[config.mk]
export PLATFORM = sky130hd
export DESIGN_NAME = digit_entry
export DESIGN_NICKNAME = d
export VERILOG_FILES = /design/src/rtl/digit_entry.sv
export SDC_FILE = /design/constraint.sdc
export NUM_CORES = 1
export LEC_CHECK = 0
export CAP_MARGIN = 10
export CORE_MARGIN = 8
export CORE_UTILIZATION = 49
export DETAILED_ROUTE_END_ITERATION = 6
export PLACE_DENSITY = 0.82
export SLEW_MARGIN = 30
export SYNTH_ARGS = -nofsm -noshare
export SYNTH_HDL_FRONTEND = slang
export SYNTH_SLANG_ARGS = --single-unit
[constraint.sdc]
create_clock -name clk -period 2.5 [get_ports clk]
set_input_delay 0.375 -clock clk [delete_from_list [all_inputs] [get_ports clk]]
set_output_delay 0.375 -clock clk [all_outputs]
set_load 0.02 [all_outputs]
[src/rtl/digit_entry.sv]
// Three-digit keypad entry register with clear/enter handling and registered pulse outputs.
// Optional inactivity timeout is compiled in when DIGIT_ENTRY_TIMEOUT_EN is defined.
module digit_entry #(
  parameter int unsigned TIMEOUT_CYCLES = 1000
) (
  input  logic        clk,
  input  logic        rst_n,
  input  logic        key_valid,
  input  logic [3:0]  key_code,
  output logic [11:0] code,
  output logic        code_valid,
  output logic [1:0]  digit_cnt,
  output logic        err,
  output logic        timeout
);

  typedef enum logic [1:0] {
    S_EMPTY,
    S_ENTRY,
    S_FULL,
    S_SUBMIT
  } state_e;

  localparam logic [3:0] KEY_CLEAR = 4'hA;
  localparam logic [3:0] KEY_ENTER = 4'hB;

  if (TIMEOUT_CYCLES < 2 || TIMEOUT_CYCLES > 65535) begin : g_bad_timeout
    $error("digit_entry: TIMEOUT_CYCLES out of range 2..65535");
  end

  state_e      state_q, state_d;
  logic [11:0] code_q, code_d;
  logic [1:0]  cnt_q, cnt_d;
  logic        code_valid_q, code_valid_d;
  logic        err_q, err_d;
  logic        is_digit;

  assign is_digit = (key_code <= 4'd9);

`ifdef DIGIT_ENTRY_TIMEOUT_EN
  localparam logic [15:0] IDLE_LAST = 16'(TIMEOUT_CYCLES - 1);

  logic [15:0] idle_q, idle_d;
  logic        timeout_q, timeout_d;
  logic        expire;

  // Only a fully idle cycle can expire the entry; a key on that edge wins.
  assign expire = ((state_q == S_ENTRY) || (state_q == S_FULL)) &&
                  !key_valid && (idle_q == IDLE_LAST);
`endif

  always_comb begin
    state_d      = state_q;
    code_d       = code_q;
    cnt_d        = cnt_q;
    code_valid_d = 1'b0;
    err_d        = 1'b0;

    if (state_q == S_SUBMIT) begin
      state_d = S_EMPTY;
      code_d  = '0;
      cnt_d   = '0;
      err_d   = key_valid;
    end else if (key_valid) begin
      if (is_digit) begin
        if (state_q == S_FULL) begin
          err_d = 1'b1;
        end else begin
          code_d  = {code_q[7:0], key_code};
          cnt_d   = cnt_q + 2'd1;
          state_d = (cnt_q == 2'd2) ? S_FULL : S_ENTRY;
        end
      end else if (key_code == KEY_CLEAR) begin
        state_d = S_EMPTY;
        code_d  = '0;
        cnt_d   = '0;
      end else if (key_code == KEY_ENTER) begin
        if (state_q == S_FULL) begin
          state_d      = S_SUBMIT;
          code_valid_d = 1'b1;
        end else begin
          err_d = 1'b1;
        end
      end else begin
        err_d = 1'b1;
      end
    end

`ifdef DIGIT_ENTRY_TIMEOUT_EN
    timeout_d = 1'b0;
    if (expire) begin
      state_d   = S_EMPTY;
      code_d    = '0;
      cnt_d     = '0;
      timeout_d = 1'b1;
    end
    if (key_valid || expire || (state_q == S_EMPTY) || (state_q == S_SUBMIT)) begin
      idle_d = '0;
    end else begin
      idle_d = idle_q + 16'd1;
    end
`endif
  end

  always_ff @(posedge clk) begin
    if (!rst_n) begin
      state_q      <= S_EMPTY;
      code_q       <= '0;
      cnt_q        <= '0;
      code_valid_q <= 1'b0;
      err_q        <= 1'b0;
    end else begin
      state_q      <= state_d;
      code_q       <= code_d;
      cnt_q        <= cnt_d;
      code_valid_q <= code_valid_d;
      err_q        <= err_d;
    end
  end

`ifdef DIGIT_ENTRY_TIMEOUT_EN
  always_ff @(posedge clk) begin
    if (!rst_n) begin
      idle_q    <= '0;
      timeout_q <= 1'b0;
    end else begin
      idle_q    <= idle_d;
      timeout_q <= timeout_d;
    end
  end

  assign timeout = timeout_q;
`else
  assign timeout = 1'b0;
`endif

  assign code       = code_q;
  assign digit_cnt  = cnt_q;
  assign code_valid = code_valid_q;
  assign err        = err_q;

endmodule

* Yosys cells after proc, flatten, opt, wreduce, memory -nomap -nowiden
Cells that the tools add are included.
** Word-level totals
- Register bits :: 18
- Input bits :: 7
- Logic and storage cells :: 42
** Operators by class
- Add/sub/neg operators :: 1
- Magnitude comparators :: 1
- Equality and inequality tests :: 6
- Mux-type cells :: 19
- Bitwise logic cells :: 3
- Reductions and logical operators :: 7
** Operator list (number)
- 2-to-1 mux 12 bit :: 3
- 2-to-1 mux 2 bit :: 9
- equality test 4 bit, second input constant :: 2
- 2-to-1 mux 1 bit :: 7
- equality test 2 bit, second input constant :: 3
- nonzero test 3 bit :: 2
- OR reduction 6 bit :: 1
- less-or-equal comparator 4 bit, second input constant :: 1
- AND reduction 4 bit :: 1
- inverter 1 bit :: 3
- AND reduction 3 bit :: 1
- adder 2 x 1 -> 2 bit, second input constant :: 1
- != test 2 bit, second input constant :: 1
- nonzero test 2 bit :: 1
- OR reduction 2 bit :: 1

* Depth between registers and ports, before layout
Gate-level depths: netlist (run 1).
- Depth in word-level cells :: 7
- Depth in mapped cells :: 6
- Gate-level depth less buffers :: 6

* Worst setup path before layout (run 1)
OpenSTA, ideal clock, no wires.
- Kind :: flip-flop to flip-flop
- Start point :: register cnt_q[0] (netlist: digit_cnt[0])
- End point :: register state_q[1]
- Setup time :: 116 ps
- Data arrival time :: 1281 ps
- Path slack :: 1103 ps
- Cell stages (with the launch flop) :: 7
- Buffers on the path :: 0
- Cells stage by stage :: dfxtp_1 inv_1 ha_1 nor3_1 nor4_1 and3_1 a31o_2
** Between the ends
- Longest elaborated chain between the ends :: 4
** RTL lines
- start, declared :: line 33 : logic [1:0] cnt_q, cnt_d;
- start signal, assigned :: line 115 : cnt_q <= cnt_d;
- equality test 2 bit :: line 71 : state_d = (cnt_q == 2'd2) ? S_FULL : S_ENTRY;
- 2-to-1 mux 2 bit :: line 71
- 2-to-1 mux 2 bit :: line 66 : if (state_q == S_FULL) begin
- 2-to-1 mux 2 bit :: line 65 : if (is_digit) begin
- end signal, assigned :: line 113 : state_q <= state_d;
- end, declared :: line 31 : state_e state_q, state_d;
Every way passes these cells. The select of a mux whose other input is x is not followed.
A chain may end at the register's enable or synchronous reset.

* Final worst setup path (run 1)
- Start point :: input key_code[2]
- End point :: register code_q[4] (netlist: code[4])
** Between the ends
- Longest elaborated chain between the ends :: 3
- Elaborated cells between the ends (all ways) :: 6
- Those cells by class :: order compare: 1; eq/ne: 2; mux: 1; reduce/logical: 2
** RTL lines
- start, declared :: line 9 : input logic [3:0] key_code,
- less-or-equal comparator 4 bit or equality test 4 bit (tied branches) :: line 38, 73
- != test 2 bit (no source line) or nonzero test 2 bit (tied branches)
- AND reduction 3 bit (no source line)
- end signal, assigned :: line 114 : code_q <= code_d;
- end, declared :: line 32 : logic [11:0] code_q, code_d;
Several ways; a longest one is shown, not always the timed one.

==> results.py, run 1 <==
metrics = {
    "finish": {
        "fill_count": 158,
        "storage_cell_area_um2": 360,
        "layout-area-overhead-vs-synth_pct": 26.0,
        "antennaDiodeCount": 0,
        "nets": 126,
        "post_route_cells_drive_above_1_share": 0.145,
        "multi_input_comb_area_um2": 438,
    },
    "global_route": {
        "via_count_of_the_first_global_routing_pass": 751,
        "global_route.overflow_total": 0,
        "wire_length_of_the_first_global_routing_pass_mm": 3.24,
        "antenna_violations_before_repair": 0,
        "global_route.usage.total": 0.120,
        "grt_max_degree": 27,
    },
    "die": {
        "rows": 15,
        "boundaryPins": 24,
        "dieArea_mm2": 0.00337,
        "coreArea_mm2": 0.00169,
        "die_width_um": 58.0,
        "initial_utilization": 0.513,
        "dieHeight_um": 58.0,
    },
    "worst_hold_path": {
        "hold_ep": "code[2]",
        "hold_path_startpoint": "code[2]",
        "holdCritPathClass": "reg2reg",
        "worst_hold_path_stage_count": 2,
    },
    "timing": {
        "finalClockSkew_ns": 0.00150,
        "finalCritPeriodShare": 0.715,
        "hold_violations_final": 0,
        "tightest_slew_ns": 0.628,
        "timing.fmax_mhz": 560,
        "fin_worst_hold_slack_ns": 0.473,
        "setup_tns_ns": 0,
        "rsz_0062_raised_after_global_routing": "no",
        "slew_limit_headroom": 0.582,
        "final-setup-viol-count": 0,
        "period_minus_slack_ns": 1.79,
        "timing_max_transition_violations_final": 0,
    },
    "critical_path": {
        "worstPathArrival_ns": 1.95,
        "cp-end-kind": "flop",
        "critPathRequiredTime_ns": 2.66,
        "worst_r2r_startpoint": "state_q[1]",
        "worst-setup-path-type": "in2reg",
        "startpoint_class": "primary input",
        "crit-reg2reg-capture": "code[4]",
        "r2r.worst_path.cells": 3,
        "reg2reg_setup_slack_ns": 0.94,
        "critical_path.max_fanout": 26,
    },
    "clock_network": {
        "worstSkewPairLatency_ns": 0.30,
        "cts_hold_buf": 0,
        "cts_repair_resize_count": 0,
        "cts_root_buffer": "sky130_fd_sc_hd__clkbuf_4",
        "post_cts_buffers": 0,
        "cts_buffer_depth": 2,
        "clock_slew_at_the_register_clock_pins_of_the_worst_setup_and_hold_paths_ns": 0.10,
        "cts_htree_levels": 1,
        "cts_tree": "built",
        "cts-buffers-inserted": 3,
        "clkSinkCount": 18,
    },
    "job": {
        "number_of_maximum_capacitance_constraint_violations": 0,
    },
    "power": {
        "worst_ir_drop_vdd_mv": 0.286,
        "power_per_cell_area_mw_per_mm2": 534,
        "leakage_power_of_the_design_nw": 0.383,
        "p_total_mw": 0.583,
    },
    "synth": {
        "synthTopCellsByCount": "sky130_fd_sc_hd__dfxtp_1 (18), sky130_fd_sc_hd__nand2_1 (14), sky130_fd_sc_hd__nand3_1 (13)",
        "synth-seq-area-share": 0.416,
        "postSynthAreaPerCell_um2": 9.02,
        "ys_warn_count": 0,
        "post_synth_edffs": 0,
        "post-synth-top-area-cell": "sky130_fd_sc_hd__dfxtp_1",
        "dominantRegCellSynth": "sky130_fd_sc_hd__dfxtp_1",
        "async_reset_ff_frac": 0,
        "syn-instance-count": 96,
        "register_bit_count_reported_by_yosys": 18,
        "synth_nets": 104,
        "yosys.area.top_type_share": 0.416,
        "post_synth_num_cell_types": 32,
        "synth.most_common_cell": "sky130_fd_sc_hd__dfxtp_1",
        "synth_area_um2": 866,
        "ys_top_cells_by_area": "sky130_fd_sc_hd__dfxtp_1 (42%), sky130_fd_sc_hd__nand3_1 (7.5%), sky130_fd_sc_hd__nand2_1 (6.1%)",
    },
    "routing": {
        "viasPerCell": 5.75,
        "residual_drc_count": 0,
        "dr_total_vias": 771,
        "drt_pass1_iterations": 4,
        "drtAntennaViolNets": 0,
        "post_drt_wl_per_cell_um": 13.8,
        "routed_wirelength_mm": 1.85,
        "dr.first_iter.drc_count": 22,
    },
    "placement": {
        "placement.io_buffers": 22,
        "gp_congestion": 0.812,
        "dp_hpwl_mm": 1.45,
    },
    "run_status": {
        "outcome": "finished, final reports clean",
    },
}
-- power breakdown --
part	internal [mW]	switching [mW]
logic	0.0407	0.0566
clock network	0.0889	0.0938
registers	0.296	0.00712
total	0.425	0.157
-- metrics by stage --
stage / worst slack (ns) / std cells / area, um^2 / utilization
2_1_floorplan: 1.10 / 96 / 866 / -
5_1_grt: 0.571 / 134 / 1090 / 0.646
6_report: 0.713 / 134 / 1090 / 0.646
3_3_place_gp: 0.478 / 130 / 1050 / 0.624
3_5_place_dp: 0.386 / 130 / 1050 / 0.624
4_1_cts: 0.708 / 134 / 1090 / 0.646
-- sequential cells by signal (all words and copies together) (netlist names) --
name and flops:
digit_cnt 2, err 1, code 12, code_valid 1, state_q 2
-- worst max-delay path by stage --
stage                             from         end  slack (ns)  cells past startpoint
after detailed placement   key_code[2]     code[4]        0.39                      4
after CTS                  key_code[2]     code[3]        0.71                      5
after global routing       key_code[2]    code[11]        0.57                      5
after global placement     key_code[2]     code[9]        0.48                      4
final                      key_code[2]     code[4]        0.71                      4
after floorplan           digit_cnt[0]  state_q[1]        1.10                      6
-- cell type report --
type / instances / share of cell area
Inverter: 2 / 0.00688
Tap cell: 17 / 0.0195
Timing Repair Buffer: 23 / 0.209
Sequential cell: 18 / 0.330
Clock buffer: 4 / 0.0333
Multi-Input combinational cell: 70 / 0.401
-- placed cells by master (no fill, tap or decap), types with 2 or more instances in the layout --
| master | n |
|---|---|
| sky130_fd_sc_hd__o31ai_1 | 3 |
| sky130_fd_sc_hd__nor4_1 | 2 |
| sky130_fd_sc_hd__dfxtp_1 | 18 |
| sky130_fd_sc_hd__nand4_1 | 2 |
| sky130_fd_sc_hd__clkbuf_4 | 3 |
| sky130_fd_sc_hd__clkdlybuf4s50_1 | 22 |
| sky130_fd_sc_hd__nand3_1 | 13 |
| sky130_fd_sc_hd__a21oi_1 | 4 |
| sky130_fd_sc_hd__and3_1 | 2 |
| sky130_fd_sc_hd__o21ai_0 | 9 |
| sky130_fd_sc_hd__nor2_1 | 2 |
| sky130_fd_sc_hd__nand2_1 | 14 |
| sky130_fd_sc_hd__a21bo_2 | 2 |
-- routing by layer --
layer  GRT usage  vias up  share of wire
met1       0.136      351           0.44
met3      0.0464        5          0.081
met2       0.191       27           0.46
met5           0        -              0
li1            -      388              -
met4      0.0594        0          0.017
-- logic make-up (layout without fill, tap and decap cells) --
family,count (synthesis),after routing,synth area share
AND/OR/NAND/NOR,40,40,0.234
AO/OA/AOI/OAI,27,27,0.241
flip-flops,18,18,0.416
buffers and inverters,8,29,0.0780
adder cells (fa/ha/maj),1,1,0.0144
other,1,1,0.00433
multiplexers,1,1,0.0116
-- worst max-delay path: stages --
cell and delay [ns]:
sky130_fd_sc_hd__clkdlybuf4s50_1 0.58, sky130_fd_sc_hd__o21a_4 0.30, sky130_fd_sc_hd__o221ai_4 0.49, sky130_fd_sc_hd__o21ai_0 0.20
Note: power is estimated with default switching activity, not from simulation.
==> inputs of run 2 (changes only) <==
--- a/config.mk
+++ b/config.mk
@@ -6,10 +6,11 @@
 export NUM_CORES = 1
 export LEC_CHECK = 0
 export CAP_MARGIN = 10
+export CORE_ASPECT_RATIO = 0.7
 export CORE_MARGIN = 8
-export CORE_UTILIZATION = 49
+export CORE_UTILIZATION = 41
 export DETAILED_ROUTE_END_ITERATION = 6
-export PLACE_DENSITY = 0.82
+export PLACE_DENSITY = 0.74
 export SLEW_MARGIN = 30
 export SYNTH_ARGS = -nofsm -noshare
 export SYNTH_HDL_FRONTEND = slang
==> constraint.sdc (replaced) <==
create_clock -name clk -period 1.6 [get_ports clk]
set_input_delay 0.24 -clock clk [delete_from_list [all_inputs] [get_ports clk]]
set_output_delay 0.24 -clock clk [all_outputs]
set_load 0.02 [all_outputs]
==> run 2 against run 1 <==
Compared with the run above: sequential cell count stayed put; power is 61% higher; critical path type is now reg2out; clock skew is essentially flat; count of clock-buffer cells in the layout is the same; first-iteration DRC count grew to 3.9 times the previous value.
==> results.py, run 2 (same netlist as run 1, synthesis figures left out) <==
metrics = {
    "timing": {
        "final-setup-viol-count": 0,
        "rsz_0062_raised_after_global_routing": "no",
        "timing.fmax_mhz": 652,
        "period_minus_slack_ns": 1.53,
        "finalCritPeriodShare": 0.958,
        "finalClockSkew_ns": 0.00147,
        "setup_tns_ns": 0,
        "timing_max_transition_violations_final": 0,
        "hold_violations_final": 0,
    },
    "die": {
        "dieArea_mm2": 0.00386,
        "coreArea_mm2": 0.00207,
        "rows": 14,
        "die_width_um": 70.9,
        "boundaryPins": 24,
        "initial_utilization": 0.419,
        "dieHeight_um": 54.5,
    },
    "placement": {
        "placement.io_buffers": 22,
        "dpl.cell_count": 150,
        "dp_hpwl_mm": 1.59,
        "gp_congestion": 0.750,
        "placed_cell_area_mm2": 0.00117,
    },
    "power": {
        "fraction_of_power_consumed_by_sequential_logic": 0.503,
        "p_int_mw": 0.692,
        "power_per_cell_area_mw_per_mm2": 778,
        "worst_ir_drop_vdd_mv": 0.569,
        "clkPwrFrac": 0.297,
        "net_sw_power_mw": 0.248,
        "leakage_power_of_the_design_nw": 0.450,
        "comb_power_share": 0.200,
        "power.share.switching": 0.264,
    },
    "clock_network": {
        "cts-buffers-inserted": 3,
        "cts_htree_levels": 1,
        "cts_root_buffer": "sky130_fd_sc_hd__clkbuf_4",
        "cts_tree": "built",
        "post_cts_buffers": 0,
        "worstSkewPairLatency_ns": 0.29,
        "cts_repair_resize_count": 0,
        "clkSinkCount": 18,
        "clock_slew_at_the_register_clock_pins_of_the_worst_setup_and_hold_paths_ns": 0.10,
        "cts_buffer_depth": 2,
        "cts_hold_buf": 0,
    },
    "critical_path": {
        "setup.worst_path.start": "digit_cnt[0]",
        "critical_path.max_stage_delay_ns": 0.62,
        "r2r.worst_path.cells": 6,
        "cp.buffers_inverters": 1,
        "path_depth": 1,
        "critical-path-slowest-cell": "sky130_fd_sc_hd__clkdlybuf4s50_1",
        "worst_r2r_startpoint": "state_q[1]",
        "crit_chain": "clkdlybuf4s50_1",
        "startpoint_class": "flop",
        "worst-setup-path-type": "reg2out",
        "critical-path-top-delay-family": "buffers and inverters",
        "cp-end-kind": "primary output",
        "reg2reg_setup_slack_ns": 0.20,
        "critical_path.max_fanout": 4,
        "endpoint": "digit_cnt[0]",
        "worstPathArrival_ns": 1.29,
        "critPathRequiredTime_ns": 1.36,
        "crit-reg2reg-capture": "code[1]",
    },
    "routing": {
        "drtAntennaViolNets": 0,
        "dr.first_iter.drc_count": 85,
        "drt_pass1_iterations": 6,
        "residual_drc_count": 0,
        "dr_total_vias": 813,
        "routed_wirelength_mm": 2.04,
        "post_drt_wl_per_cell_um": 13.3,
        "viasPerCell": 5.28,
    },
    "global_route": {
        "antenna_violations_before_repair": 0,
        "wire_length_of_the_first_global_routing_pass_mm": 3.43,
        "via_count_of_the_first_global_routing_pass": 790,
        "global_route.usage.total": 0.112,
        "global_route.overflow_total": 0,
        "grt_max_degree": 23,
    },
    "finish": {
        "nets": 139,
        "layout.cells.non_filler": 154,
        "layout-area-overhead-vs-synth_pct": 39.7,
        "layout.cells.most_common_list": "sky130_fd_sc_hd__clkdlybuf4s50_1 (22), sky130_fd_sc_hd__dfxtp_1 (18), sky130_fd_sc_hd__nand2_1 (14)",
        "post_route_cells_drive_above_1_share": 0.231,
        "postLayoutCellArea_mm2": 0.00121,
        "mostFrequentLayoutCell": "sky130_fd_sc_hd__clkdlybuf4s50_1",
        "antennaDiodeCount": 0,
        "largest_reg_flops": 12,
        "fill_count": 179,
    },
    "run_status": {
        "outcome": "finished, final reports clean",
    },
    "worst_hold_path": {
        "holdCritPathClass": "reg2reg",
        "worst_hold_path_stage_count": 2,
    },
    "job": {
        "number_of_maximum_capacitance_constraint_violations": 0,
    },
}
-- run 2: cell types whose count changed in the layout (fill, tap and decap cells not counted), sizes merged --
cell | previous run | this run
buf | 1 | 14
-- run 2: area by class of cell --
class | instances | area (um^2) | area share
Clock buffer | 4 | 36.3 | 0.0300
Multi-Input combinational cell | 70 | 438 | 0.362
Inverter | 2 | 7.51 | 0.00620
Tap cell | 24 | 30.0 | 0.0248
Timing Repair Buffer | 36 | 338 | 0.279
Sequential cell | 18 | 360 | 0.298
-- run 2: per-layer routing --
layer | share of wire | GRT usage
met5 | 0 | 0
met1 | 0.44 | 0.121
met3 | 0.069 | 0.0475
met2 | 0.47 | 0.205
met4 | 0.013 | 0.0308
-- run 2: worst min path at each step --
stage | slack [ns] | startpoint | end
after floorplan | 0.37 | key_code[0] | code_valid
after global placement | 0.45 | code[11] | code[11]
after detailed placement | 0.46 | code[1] | code[1]
after CTS | 0.48 | code[7] | code[11]
after global routing | 0.49 | code[2] | code[2]
final | 0.48 | code[2] | code[2]
-- run 2: power by group through the flow --
stage / Sequential (mW) / Combinational (mW) / Clock (mW)
after global placement: 0.483 / 0.184 / 0
final: 0.473 / 0.188 / 0.279
after detailed placement: 0.484 / 0.187 / 0
after CTS: 0.473 / 0.187 / 0.289
after global routing: 0.476 / 0.204 / 0.303
after floorplan: 0.495 / 0.0950 / 0
-- run 2: stage by stage --
step	utilization	power (mW)	hold WS (ns)	setup WS, ns
4_1_cts	0.585	0.950	0.482	0.0523
3_3_place_gp	0.568	0.667	0.453	-0.0983
5_1_grt	0.585	0.983	0.492	0.00340
2_1_floorplan	-	0.590	0.372	0.203
3_5_place_dp	0.568	0.670	0.463	-0.150
6_report	0.585	0.941	0.481	0.0668
==> inputs of run 3 (changes only) <==
--- a/config.mk
+++ b/config.mk
@@ -7,10 +7,10 @@
 export LEC_CHECK = 0
 export CAP_MARGIN = 10
 export CORE_ASPECT_RATIO = 0.7
-export CORE_MARGIN = 8
+export CORE_MARGIN = 5
 export CORE_UTILIZATION = 41
 export DETAILED_ROUTE_END_ITERATION = 6
-export PLACE_DENSITY = 0.74
+export PLACE_DENSITY = 0.73
 export SLEW_MARGIN = 30
 export SYNTH_ARGS = -nofsm -noshare
 export SYNTH_HDL_FRONTEND = slang
==> run 3 against run 2 <==
Compared with the run above: sequential power is essentially flat; power shrank 0.99%; global-route usage rose by 1.7 points; critical endpoint is now code[5].
==> results.py, run 3 (same netlist as run 1, synthesis figures left out) <==
metrics = {
    "timing": {
        "final-setup-viol-count": 0,
        "period_minus_slack_ns": 1.53,
        "finalClockSkew_ns": 0.00193,
        "hold_violations_final": 0,
        "finalCritPeriodShare": 0.956,
        "timing_max_transition_violations_final": 0,
        "timing.fmax_mhz": 654,
        "rsz_0062_raised_after_global_routing": "no",
    },
    "routing": {
        "routed_wirelength_mm": 1.93,
        "residual_drc_count": 0,
        "drtAntennaViolNets": 0,
        "post_drt_wl_per_cell_um": 12.9,
        "dr.first_iter.drc_count": 26,
        "dr_total_vias": 817,
        "drt_pass1_iterations": 4,
        "viasPerCell": 5.45,
    },
    "critical_path": {
        "worst-setup-path-type": "reg2out",
        "cp.buffers_inverters": 1,
        "worstPathArrival_ns": 1.29,
        "startpoint_class": "flop",
        "cp-end-kind": "primary output",
        "critical_path.max_fanout": 3,
        "critical-path-slowest-cell": "sky130_fd_sc_hd__clkdlybuf4s50_1",
        "crit_chain": "clkdlybuf4s50_1",
        "critical_path.max_stage_delay_ns": 0.62,
        "critical-path-top-delay-family": "buffers and inverters",
        "reg2reg_setup_slack_ns": 0.12,
        "critPathRequiredTime_ns": 1.36,
    },
    "finish": {
        "nets": 137,
        "postLayoutCellArea_mm2": 0.00119,
        "post_route_cells_drive_above_1_share": 0.219,
        "mostFrequentLayoutCell": "sky130_fd_sc_hd__clkdlybuf4s50_1",
        "layout.cells.most_common_list": "sky130_fd_sc_hd__clkdlybuf4s50_1 (22), sky130_fd_sc_hd__dfxtp_1 (18), sky130_fd_sc_hd__nand2_1 (14)",
        "largest_reg_flops": 12,
        "antennaDiodeCount": 0,
        "layout-area-overhead-vs-synth_pct": 37.7,
    },
    "clock_network": {
        "clkSinkCount": 18,
        "clock_slew_at_the_register_clock_pins_of_the_worst_setup_and_hold_paths_ns": 0.10,
        "cts_tree": "built",
        "worstSkewPairLatency_ns": 0.29,
        "cts_htree_levels": 1,
        "post_cts_buffers": 0,
        "cts_hold_buf": 0,
        "cts_buffer_depth": 2,
        "cts_repair_resize_count": 0,
        "cts_root_buffer": "sky130_fd_sc_hd__clkbuf_4",
        "cts-buffers-inserted": 3,
    },
    "global_route": {
        "global_route.overflow_total": 0,
        "global_route.usage.total": 0.129,
        "wire_length_of_the_first_global_routing_pass_mm": 3.19,
        "antenna_violations_before_repair": 0,
        "via_count_of_the_first_global_routing_pass": 701,
        "grt_max_degree": 27,
    },
    "power": {
        "fraction_of_power_consumed_by_sequential_logic": 0.508,
        "p_total_mw": 0.931,
        "leakage_power_of_the_design_nw": 0.441,
        "net_sw_power_mw": 0.243,
        "worst_ir_drop_vdd_mv": 0.413,
        "clkPwrFrac": 0.295,
        "power_per_cell_area_mw_per_mm2": 781,
        "p_int_mw": 0.688,
        "power.share.switching": 0.261,
        "comb_power_share": 0.197,
    },
    "die": {
        "initial_utilization": 0.447,
        "dieArea_mm2": 0.00315,
        "coreArea_mm2": 0.00194,
        "boundaryPins": 24,
        "die_width_um": 64.9,
        "dieHeight_um": 48.5,
        "rows": 13,
    },
    "placement": {
        "gp_congestion": 0.901,
        "placement.io_buffers": 22,
        "dp_hpwl_mm": 1.48,
        "placed_cell_area_mm2": 0.00116,
    },
    "run_status": {
        "outcome": "finished, final reports clean",
    },
    "job": {
        "number_of_maximum_capacitance_constraint_violations": 0,
    },
    "worst_hold_path": {
        "holdCritPathClass": "reg2reg",
    },
}
run 3: cell types whose count changed in the layout (fill, tap and decap cells not counted):
cell                    previous run  this run
sky130_fd_sc_hd__buf_4            13        11
run 3: final cells by class:
| cell class | instances | area, um^2 |
|---|---|---|
| clock buffer | 4 | 36.3 |
| inverter | 2 | 7.51 |
| multi-input combinational | 70 | 438 |
| fill | 173 | 743 |
| timing repair buffer | 34 | 323 |
| sequential | 18 | 360 |
| tap | 22 | 27.5 |
run 3: stage by stage:
| step | hold slack [ns] | instances | util | setup WS, ns | setup TNS (ns) |
|---|---|---|---|---|---|
| 2_1_floorplan | 0.372 | 96 | - | 0.203 | 0 |
| 3_5_place_dp | 0.462 | 146 | 0.597 | -0.192 | -1.02 |
| 6_report | 0.474 | 150 | 0.616 | 0.0710 | 0 |
| 3_3_place_gp | 0.458 | 146 | 0.597 | -0.111 | -0.751 |
| 5_1_grt | 0.502 | 150 | 0.616 | 0.00230 | 0 |
| 4_1_cts | 0.483 | 150 | 0.616 | 0.0533 | 0 |
run 3: worst paths after layout:
check	end	from	depth (start not counted)
max	code[5]	code[5]	1
min	code[1]	code[1]	2
max reg2reg	state_q[1]	state_q[0]	4
min reg2reg	code[1]	code[1]	2
run 3: routing by layer:
metal | vias to the layer above | track usage | share of wire
met4 | 0 | 0.0316 | 0.011
li1 | 411 | - | -
met5 | - | 0 | 0
met1 | 383 | 0.174 | 0.48
met2 | 21 | 0.192 | 0.45
met3 | 2 | 0.0507 | 0.056
run 3: power by group through the flow:
stage	registers [mW]	logic, mW	clock network (mW)
2_1_floorplan	0.495	0.0950	0
3_3_place_gp	0.484	0.179	0
3_5_place_dp	0.484	0.182	0
4_1_cts	0.473	0.183	0.290
5_1_grt	0.477	0.197	0.321
6_report	0.473	0.183	0.275
